`src/rtl/pulse_sweep_ctrl_pkg.sv`:
```
// pulse_sweep_ctrl_pkg: sweep FSM states, timing constants and config sanitising
package pulse_sweep_ctrl_pkg;
  typedef enum logic [1:0] {IDLE, LOAD, RUN, DONE} state_t;
  localparam int DUTY_PIPE_LAT = 2;
  localparam int LOAD_CYCLES = 3;
  localparam int MIN_ADVANCE = 4;
  function automatic logic [63:0] sanitise_nonzero(input logic [63:0] v);
    return (v == 64'd0) ? 64'd1 : v;
  endfunction
endpackage

```
`src/rtl/pulse_sweep_ctrl_duty_calc.sv`:
```
// sweep_duty_calc: two-stage registered duty = clamp((div_in * frac) >> FRAC_W)
module sweep_duty_calc
  import pulse_sweep_ctrl_pkg::*;
#(
  parameter int DIV_W = 32,
  parameter int FRAC_W = 16
) (
  input  logic             clk,
  input  logic             rst_n,
  input  logic             in_valid,
  input  logic [DIV_W-1:0] div_in,
  input  logic [FRAC_W-1:0] frac,
  output logic [DIV_W-1:0] duty,
  output logic             valid
);
  localparam int PW = DIV_W + FRAC_W;
  logic [DIV_W-1:0] q_s1, div_s1, duty_c;
  logic [DUTY_PIPE_LAT-1:0] vpipe;
  always_comb duty_c = (div_s1 <= DIV_W'(1)) ? DIV_W'(1) :
                       (q_s1 >= div_s1) ? div_s1 - DIV_W'(1) :
                       (q_s1 == '0) ? DIV_W'(1) : q_s1;
  always_ff @(posedge clk or negedge rst_n) begin
    if (!rst_n) begin
      q_s1 <= '0;
      div_s1 <= DIV_W'(1);
      duty <= DIV_W'(1);
      vpipe <= '0;
    end else begin
      q_s1 <= DIV_W'((PW'(div_in) * PW'(frac)) >> FRAC_W);
      div_s1 <= div_in;
      duty <= duty_c;
      vpipe <= {vpipe[DUTY_PIPE_LAT-2:0], in_valid};
    end
  end
  assign valid = vpipe[DUTY_PIPE_LAT-1];
endmodule

```
`src/rtl/pulse_sweep_ctrl.sv`:
```
// pulse_sweep_ctrl: steps divider/duty start->stop on pulse-period boundaries with dwell
module pulse_sweep_ctrl
  import pulse_sweep_ctrl_pkg::*;
#(
  parameter int DIV_W = 32,
  parameter int FRAC_W = 16,
  parameter int DWELL_W = 16
) (
  input  logic               clk,
  input  logic               rst_n,
  input  logic               arm,
  input  logic               abort,
  input  logic [DIV_W-1:0]   start_div,
  input  logic [DIV_W-1:0]   stop_div,
  input  logic [DIV_W-1:0]   step_div,
  input  logic [DWELL_W-1:0] dwell,
  input  logic [FRAC_W-1:0]  duty_frac,
  input  logic               repeat_en,
  output logic [DIV_W-1:0]   divider,
  output logic [DIV_W-1:0]   duty,
  output logic               period_strobe,
  output logic [DWELL_W-1:0] step_idx,
  output logic               sweeping,
  output logic               done
);
  state_t state, state_nx;
  logic [DIV_W-1:0] sh_start, sh_stop, sh_step, start_s, stop_s;
  logic [DWELL_W-1:0] sh_dwell, dcnt;
  logic [FRAC_W-1:0] sh_frac;
  logic sh_rep, sh_up;
  logic [1:0] load_cnt;
  logic [DIV_W-1:0] pcnt, next_div, calc_in, calc_duty;
  logic [DIV_W:0] up_sum, dn_diff;
  logic [2:0] adv_cnt;
  logic calc_valid, at_stop, dwell_done, adv_ok, advance, take_arm;
  assign start_s = DIV_W'(sanitise_nonzero(64'(start_div)));
  assign stop_s = DIV_W'(sanitise_nonzero(64'(stop_div)));
  assign up_sum = {1'b0, divider} + {1'b0, sh_step};
  assign dn_diff = {1'b0, divider} - {1'b0, sh_step};
  assign next_div = sh_up ?
    ((up_sum[DIV_W] || up_sum[DIV_W-1:0] > sh_stop) ? sh_stop : up_sum[DIV_W-1:0]) :
    ((dn_diff[DIV_W] || dn_diff[DIV_W-1:0] < sh_stop) ? sh_stop : dn_diff[DIV_W-1:0]);
  assign at_stop = divider == sh_stop;
  assign calc_in = (state == RUN && !at_stop) ? next_div : sh_start;
  assign period_strobe = state == RUN && pcnt == divider - DIV_W'(1);
  assign dwell_done = dcnt >= sh_dwell - DWELL_W'(1);
  assign adv_ok = adv_cnt >= 3'(MIN_ADVANCE - 1);
  assign advance = period_strobe && dwell_done && adv_ok && calc_valid;
  assign take_arm = arm && (state == IDLE || state == DONE);
  assign sweeping = state == RUN;
  assign done = state == DONE;
  sweep_duty_calc #(.DIV_W(DIV_W), .FRAC_W(FRAC_W)) u_calc (
    .clk(clk),
    .rst_n(rst_n),
    .in_valid(state == LOAD || state == RUN),
    .div_in(calc_in),
    .frac(sh_frac),
    .duty(calc_duty),
    .valid(calc_valid)
  );
  always_comb begin
    state_nx = state;
    if (abort) state_nx = IDLE;
    else if (take_arm) state_nx = LOAD;
    else if (state == LOAD && load_cnt == 2'(LOAD_CYCLES - 1)) state_nx = RUN;
    else if (advance && at_stop && !sh_rep) state_nx = DONE;
  end
  always_ff @(posedge clk or negedge rst_n) begin
    if (!rst_n) state <= IDLE;
    else state <= state_nx;
  end
  always_ff @(posedge clk or negedge rst_n) begin
    if (!rst_n) begin
      sh_start <= DIV_W'(1);
      sh_stop <= DIV_W'(1);
      sh_step <= DIV_W'(1);
      sh_dwell <= DWELL_W'(1);
      sh_frac <= '0;
      sh_rep <= 1'b0;
      sh_up <= 1'b1;
      load_cnt <= '0;
      pcnt <= '0;
      dcnt <= '0;
      adv_cnt <= '0;
      divider <= DIV_W'(1);
      duty <= DIV_W'(1);
      step_idx <= '0;
    end else begin
      if (!abort && take_arm) begin
        sh_start <= start_s;
        sh_stop <= stop_s;
        sh_step <= DIV_W'(sanitise_nonzero(64'(step_div)));
        sh_dwell <= DWELL_W'(sanitise_nonzero(64'(dwell)));
        sh_frac <= duty_frac;
        sh_rep <= repeat_en;
        sh_up <= stop_s >= start_s;
        load_cnt <= '0;
      end
      if (state == LOAD) load_cnt <= load_cnt + 2'd1;
      if (state == LOAD && state_nx == RUN) begin
        divider <= sh_start;
        duty <= calc_duty;
        step_idx <= '0;
        pcnt <= '0;
        dcnt <= '0;
        adv_cnt <= '0;
      end
      if (state == RUN && !abort) begin
        pcnt <= period_strobe ? '0 : pcnt + DIV_W'(1);
        adv_cnt <= adv_ok ? adv_cnt : adv_cnt + 3'd1;
        if (period_strobe) dcnt <= dwell_done ? dcnt : dcnt + DWELL_W'(1);
        if (advance) begin
          dcnt <= '0;
          adv_cnt <= '0;
          if (!at_stop || sh_rep) begin
            divider <= calc_in;
            duty <= calc_duty;
            step_idx <= at_stop ? '0 : step_idx + DWELL_W'(1);
          end
        end
      end
    end
  end
endmodule

```
`config.mk`:
```
export PLATFORM = sky130hd
export DESIGN_NAME = pulse_sweep_ctrl
export DESIGN_NICKNAME = d
export VERILOG_FILES = /design/src/rtl/pulse_sweep_ctrl_pkg.sv /design/src/rtl/pulse_sweep_ctrl_duty_calc.sv /design/src/rtl/pulse_sweep_ctrl.sv
export SDC_FILE = /design/constraint.sdc
export NUM_CORES = 2
export LEC_CHECK = 0
export ABC_CLOCK_PERIOD_IN_PS = 17300
export CAP_MARGIN = 20
export CORE_MARGIN = 2
export CORE_UTILIZATION = 66
export DETAILED_ROUTE_END_ITERATION = 16
export PLACE_DENSITY = 0.88
export SLEW_MARGIN = 10
export SYNTH_ARGS = -nofsm -noshare
export SYNTH_HDL_FRONTEND = slang
export SYNTH_SLANG_ARGS = --single-unit
```
`constraint.sdc`:
```
create_clock -name clk -period 17.3 [get_ports clk]
set_input_delay 2.595 -clock clk [delete_from_list [all_inputs] [get_ports clk]]
set_output_delay 2.595 -clock clk [all_outputs]
set_load 0.02 [all_outputs]
```
# --- Yosys cells after proc, flatten, opt, wreduce, memory -nomap -nowiden ---
# Cells that the tools add are included.
word_totals:
  ff_bits: 363
  input_bits: 133
  output_inout_bits: 83
  wordCells: 117
op_classes:
  addsub: 10
  mul: 1
  magnitude_cmp: 7
  eq_ne: 9
  n_mux: 42
  n_reduce_logical: 29
op_table:
  columns: ["op", "n"]
  rows:
  - ["$mux W32", 21]
  - ["$mux W16", 11]
  - ["$logic_not A32 Y1", 4]
  - ["$eq A32 B32 Y1", 2]
  - ["$ge A32 B32 Y1", 2]
  - ["$sub A32 B1 Y32 const B", 2]
  - ["$mul A32 B16 Y48", 1]
  - ["$add A32 B32 Y33", 1]
  - ["$sub A32 B32 Y33", 1]
  - ["$add A16 B1 Y16 const B", 2]
  - ["$add A32 B1 Y32 const B", 1]
  - ["$gt A32 B32 Y1", 1]
  - ["$le A32 B1 Y1 const B", 1]
  - ["$lt A32 B32 Y1", 1]
  - ["$ge A16 B16 Y1", 1]
  - ["$logic_not A16 Y1", 1]
  - ["$sub A16 B1 Y16 const B", 1]
  - ["$logic_and A1 B1 Y1", 12]
  - ["$mux W2", 6]
  - ["$mux W3", 4]
  - ["$eq A2 B2 Y1 const B", 4]
  - ["$logic_or A1 B1 Y1", 5]
  - ["$ne A4 B4 Y1 const B", 1]
  - ["$reduce_bool A2 Y1", 2]
  - ["8 further kinds", 10]

# --- Depth between registers and ports, before layout ---
logic_depth:
  word_depth: 18
  ltp_mapped: 52
  ltp_nobuf: 50

# --- By module ---
# A second synthesis with hierarchy kept.
unflattened:
  hier_cells: 4487
  area_unflattened_um2: 40478.8
modules_own_cells:
  columns: ["mod", "n_inst", "cells_per_inst", "area_per_inst_um2", "seq_area_each_um2"]
  rows:
  - ["pulse_sweep_ctrl", 1, 2282, 20258.2, 6640.1]
  - ["sweep_duty_calc", 1, 2205, 20220.6, 2454.9]

# --- Worst setup path after synthesis ---
# Ideal clock, no wire load.
synth_timing:
  path_kind: "flip-flop to flip-flop"
  from: "register divider[1]"
  to: "register u_calc.q_s1[25]"
  setup_ns: 0.126
  arrival_time_ns: 11.414
  required_time_ns: 17.174
  path_slack_ns: 5.761
  path_stages_with_launch: 46
  n_path_buf: 2
  synth_period_minus_slack_ns: 11.539
  cell_sequence: "dfrtp_1 > inv_1 > fa_1 > nor2_1 > o311ai_0 > a211o_1 > o31ai_1 > a31oi_1 > o211ai_1 > a31oi_1 > o211a_1 > o311ai_1 > ha_1 > nand4_1 > nor3_1 > a22oi_1 > o211ai_1 > a22oi_1 > [10 not listed] > inv_1 > fa_1 > fa_1 > inv_1 > fa_1 > inv_1 > ha_1 > a21o_1 > a21oi_1 > o221ai_1 > o22ai_1 > o31ai_1 > nand3_1 > and2_1 > a31oi_1 > a31o_2 > a41oi_1 > xnor2_1"
synth_between:
  elab_chain_cells: 7
  word_cells_on_any_way: 14
  cone_classes: "2 x add/sub; 1 x mul; 2 x order compare; 1 x eq/ne; 4 x mux; 4 x reduce/logical"
synth_lines:
  columns: ["element", "line_no", "source"]
  rows:
  - ["start, declared", "pulse_sweep_ctrl.sv:19", "output logic [DIV_W-1:0] divider,"]
  - ["start signal, assigned", "pulse_sweep_ctrl.sv:101", "divider <= sh_start;"]
  - ["start signal, assigned", "pulse_sweep_ctrl.sv:116", "divider <= calc_in;"]
  - ["$sub A32 B32 Y33 / $add A32 B32 Y33 (equally long branches)", "pulse_sweep_ctrl.sv:39, pulse_sweep_ctrl.sv:38", null]
  - ["$lt A32 B32 Y1 / $gt A32 B32 Y1 (equally long branches)", "pulse_sweep_ctrl.sv:42, pulse_sweep_ctrl.sv:41", null]
  - ["$logic_or A1 B1 Y1, on equally long branches", "pulse_sweep_ctrl.sv:42, pulse_sweep_ctrl.sv:41", null]
  - ["$mux W32, on equally long branches", "pulse_sweep_ctrl.sv:42, pulse_sweep_ctrl.sv:41", null]
  - ["$mux W32", "pulse_sweep_ctrl.sv:40", "assign next_div = sh_up ?"]
  - ["$mux W32 *", "pulse_sweep_ctrl.sv:44", "assign calc_in = (state == RUN && !at_stop) ? next_div : sh_start;"]
  - ["named net calc_in[13]", "pulse_sweep_ctrl.sv:32", "logic [DIV_W-1:0] pcnt, next_div, calc_in, calc_duty;"]
  - ["$mul A32 B16 Y48 *", "pulse_sweep_ctrl_duty_calc.sv:29", "q_s1 <= DIV_W'((PW'(div_in) * PW'(frac)) >> FRAC_W);"]
  - ["end signal, assigned", "pulse_sweep_ctrl_duty_calc.sv:29", null]
  - ["end, declared", "pulse_sweep_ctrl_duty_calc.sv:17", "logic [DIV_W-1:0] q_s1, div_s1, duty_c;"]
# The timed path passes the listed nets; every way through them passes the cells marked *.
# A chain may end at the register's enable or synchronous reset.

# --- Final worst setup path ---
layout_timing:
  from: "register divider[0]"
  to: "register u_calc.q_s1[19]"
layout_between:
  elab_chain_cells: 7
  word_cells_on_any_way: 14
  cone_classes: "2 x add/sub; 1 x mul; 2 x order compare; 1 x eq/ne; 4 x mux; 4 x reduce/logical"
layout_lines:
  columns: ["element", "line_no"]
  rows:
  - ["$sub A32 B32 Y33 / $add A32 B32 Y33 (equally long branches)", "pulse_sweep_ctrl.sv:39, pulse_sweep_ctrl.sv:38"]
  - ["$lt A32 B32 Y1 / $gt A32 B32 Y1 (equally long branches)", "pulse_sweep_ctrl.sv:42, pulse_sweep_ctrl.sv:41"]
  - ["$logic_or A1 B1 Y1, on equally long branches", "pulse_sweep_ctrl.sv:42, pulse_sweep_ctrl.sv:41"]
  - ["$mux W32, on equally long branches", "pulse_sweep_ctrl.sv:42, pulse_sweep_ctrl.sv:41"]
  - ["$mux W32", "pulse_sweep_ctrl.sv:40"]
  - ["$mux W32 *", "pulse_sweep_ctrl.sv:44"]
  - ["$mul A32 B16 Y48 *", "pulse_sweep_ctrl_duty_calc.sv:29"]
# Mark *: on every way between the ends. The rest lies on a longest branch, timed or not.

==> impl_metrics.json <==
{
  "cap_violations": 0,
  "critPathMaxStageDelay_ns": 0.62,
  "gp_congestion": 1.077,
  "cp-end-kind": "flop",
  "synth_top_family_by_area": "adder cells",
  "wl_per_cell_um": 21.74,
  "yosys_warnings": 0,
  "async_flop_share_pct": 100.0,
  "start_kind": "flop",
  "cts_root_buf": "clkbuf_16",
  "drv_slew": 0,
  "crit_buf_inv": 10,
  "detail-route-antenna-nets": 0,
  "die_x_um": 255.0,
  "cp_top_family": "compound AO/OA/AOI/OAI gates",
  "synthAdderAreaFrac_pct": 30.32,
  "cts_resized": 0,
  "cts_hold_buffers": 0,
  "grt.overflow.total": 0,
  "tns_ns": 0,
  "synth_nets": 5749,
  "layout_common_cells": "722 x nand2_1, 660 x inv_1, 419 x fa_1",
  "rsz0062_at_grt": "no",
  "grtUsageTotal_pct": 39.39,
  "period_needed_ns": 13.65,
  "cp_data_required_time_ns": 17.76,
  "max_slew_margin_pct": 27.91,
  "grt_pass1_wl_um": 199500,
  "grt_pass1_vias": 37160,
  "htreeDepth": 2,
  "drc": 0,
  "io_pins": 216,
  "place_hpwl_um": 94810,
  "ys_types": 92,
  "clock-sinks": 363,
  "synthMuxAreaShare_pct": 3.774,
  "synthSimpleGateAreaFrac_pct": 18.92,
  "synth-seq-cells": 363,
  "drtIter0Drc": 4130,
  "fp.coreArea_sq_mm": 0.06262,
  "syn_area_sq_mm": 0.04157,
  "synthFlopType": "dfrtp_1",
  "final_util_pct": 73.39,
  "die_h_um": 255.0,
  "drive_gt1_share_pct": 5.137,
  "placed_cell_area_sq_mm": 0.04430,
  "status": "completed",
  "finalHoldViolations": 0,
  "worst_pin_slew_ns": 1.078,
  "final.period_utilization_pct": 78.89,
  "synth-compound-area-share_pct": 12.39,
  "setup_viol": 0,
  "synth_edf_count": 0,
  "fmax_ghz": 0.07327,
  "final_common_cell": "nand2_1",
  "crit_arrival_ns": 14.11,
  "core.rowCount": 92,
  "antenna_found_initial": 4,
  "syn_inst": 4860,
  "cts_tree": "built",
  "postCtsSetupBuffers": 0,
  "cts_buffers": 43,
  "critical_path_class": "reg -> reg",
  "nets": 5819,
  "route.vias.total": 36410,
  "final_cell_area_sq_mm": 0.04596,
  "dieArea_sq_mm": 0.06501,
  "critPathSlowestCell": "dfstp_2",
  "crit_fanout": 28,
  "area_delta_synth_final_pct": 10.54,
  "grt_max_degree": 143,
  "portBuffers": 215,
  "yosysSeqAreaShare_pct": 21.88,
  "synth_xor_area_share_pct": 4.150,
  "clkLatencyLatePin_ns": 0.63,
  "initial_core_util_pct": 66.39,
  "hold_class": "reg -> reg",
  "avgSynthCellArea_sq_um": 8.555,
  "path_clk_slew_ns": 0.06,
  "clock_skew_ns": 0.06860,
  "clock_tree.buffer_depth": 3,
  "drt_wl_total_um": 126400,
  "drtPass1Iterations": 10,
  "via_per_inst": 6.263
}
-- cells by family (layout without fill, tap and decap cells) --
group / after synthesis / after routing
AOI/OAI and AO/OA: 833 / 833
xor gates and xnor gates: 197 / 197
adders and majority gates: 756 / 756
buffers and inverters: 927 / 1031
DFF: 363 / 363
muxes: 140 / 140
other: 0 / 3
and+or+nand+nor: 1644 / 1644
-- cell usage after synthesis (all sizes together) (6+ instances only) --
library cell | count | area (sq um)
nand3 | 72 | 365.3
mux2i | 66 | 660.6
fa | 419 | 8388
a31oi | 32 | 200.2
nor3b | 9 | 72.57
xnor2 | 150 | 1314
a22o | 8 | 70.07
and3 | 51 | 319.1
o31ai | 31 | 232.7
xor2 | 47 | 411.6
a311oi | 6 | 52.55
a211oi | 31 | 237.7
o21ai | 264 | 1321
o21bai | 27 | 202.7
o311ai | 6 | 52.55
o211ai | 28 | 210.2
or3 | 6 | 37.54
and4 | 10 | 87.58
a21oi | 219 | 1107
nand2b | 31 | 193.9
a221oi | 8 | 70.07
dfrtp | 354 | 8859
nor3 | 78 | 400.4
a21boi | 9 | 67.56
a211o | 9 | 78.83
clkbuf | 234 | 880.9
buf | 28 | 186.4
nor2 | 226 | 848.3
nor2b | 24 | 150.1
dfstp | 9 | 236.5
a2111oi | 8 | 70.07
or2 | 8 | 50.05
mux2 | 74 | 908.4
a21o | 72 | 540.5
inv | 661 | 2481
ha | 337 | 4217
nand2 | 726 | 2730
o21a | 20 | 150.1
nor4 | 79 | 530.5
and2 | 229 | 1433
o2111ai | 6 | 52.55
nand4 | 73 | 456.7
or4 | 8 | 63.81
-- flip-flops by register name (all words and copies together), names as in the netlist, 3 cells and up --
register,flops
divider,32
duty,32
pcnt,32
sh_start,32
sh_step,32
sh_stop,32
u_calc.div_s1,32
u_calc.duty,32
u_calc.q_s1,32
dcnt,16
sh_dwell,16
sh_frac,16
step_idx,16
adv_cnt,3
-- final cells by class --
class	instances	area [sq um]
clock inverter	20	327.8
fill	4517	16660
multi-input combinational	3570	28980
antenna	3	7.507
tap	846	1059
inverter	665	2496
sequential	363	9095
timing repair buffer	287	2768
clock buffer	59	1226
-- final timing paths --
kind / startpoint / end / slack (ns) / cells past startpoint
setup / recovery: divider[0] / u_calc.q_s1[19] / 3.65 / 49
hold / removal: u_calc.vpipe[0] / u_calc.vpipe[1] / 0.35 / 0
setup reg to reg: divider[0] / u_calc.q_s1[19] / 3.65 / 49
hold reg to reg: u_calc.vpipe[0] / u_calc.vpipe[1] / 0.35 / 0
max in group asynchronous: rst_n / u_calc.div_s1[2] / 12.15 / 4
min in group asynchronous: rst_n / sh_step[25] / 2.04 / 1
-- per-layer routing --
metal / up-vias / track usage (%) / wire [um]
met3: 478 / 9.682 / 13780
met5: - / 0 / 25
met2: 2127 / 62.00 / 56700
li1: 16110 / - / -
met1: 17700 / 51.05 / 48830
met4: 4 / 19.48 / 7051
-- stage by stage --
stage          setup slack [ns]  hold slack (ns)  instances
2_1_floorplan             5.761           0.3312       4860
4_1_cts                   3.983           0.3484       5805
3_3_place_gp              4.388           0.3366       5725
6_report                  3.651           0.3510       5813
5_1_grt                   2.790           0.3700       5810
3_5_place_dp              4.149           0.3347       5726
-- worst register-to-register path: cells and delay by family (launching register included) --
family / cells / cell delay (ns)
adders and majority gates: 10 / 4.15
DFF: 1 / 0.62
buffers and inverters: 10 / 1.59
and+or+nand+nor: 9 / 1.93
AOI/OAI and AO/OA: 20 / 5.19
Power is left out: the tool's default activity adds up to more than one toggle a clock period on the data nets, which glitch-free logic cannot reach.
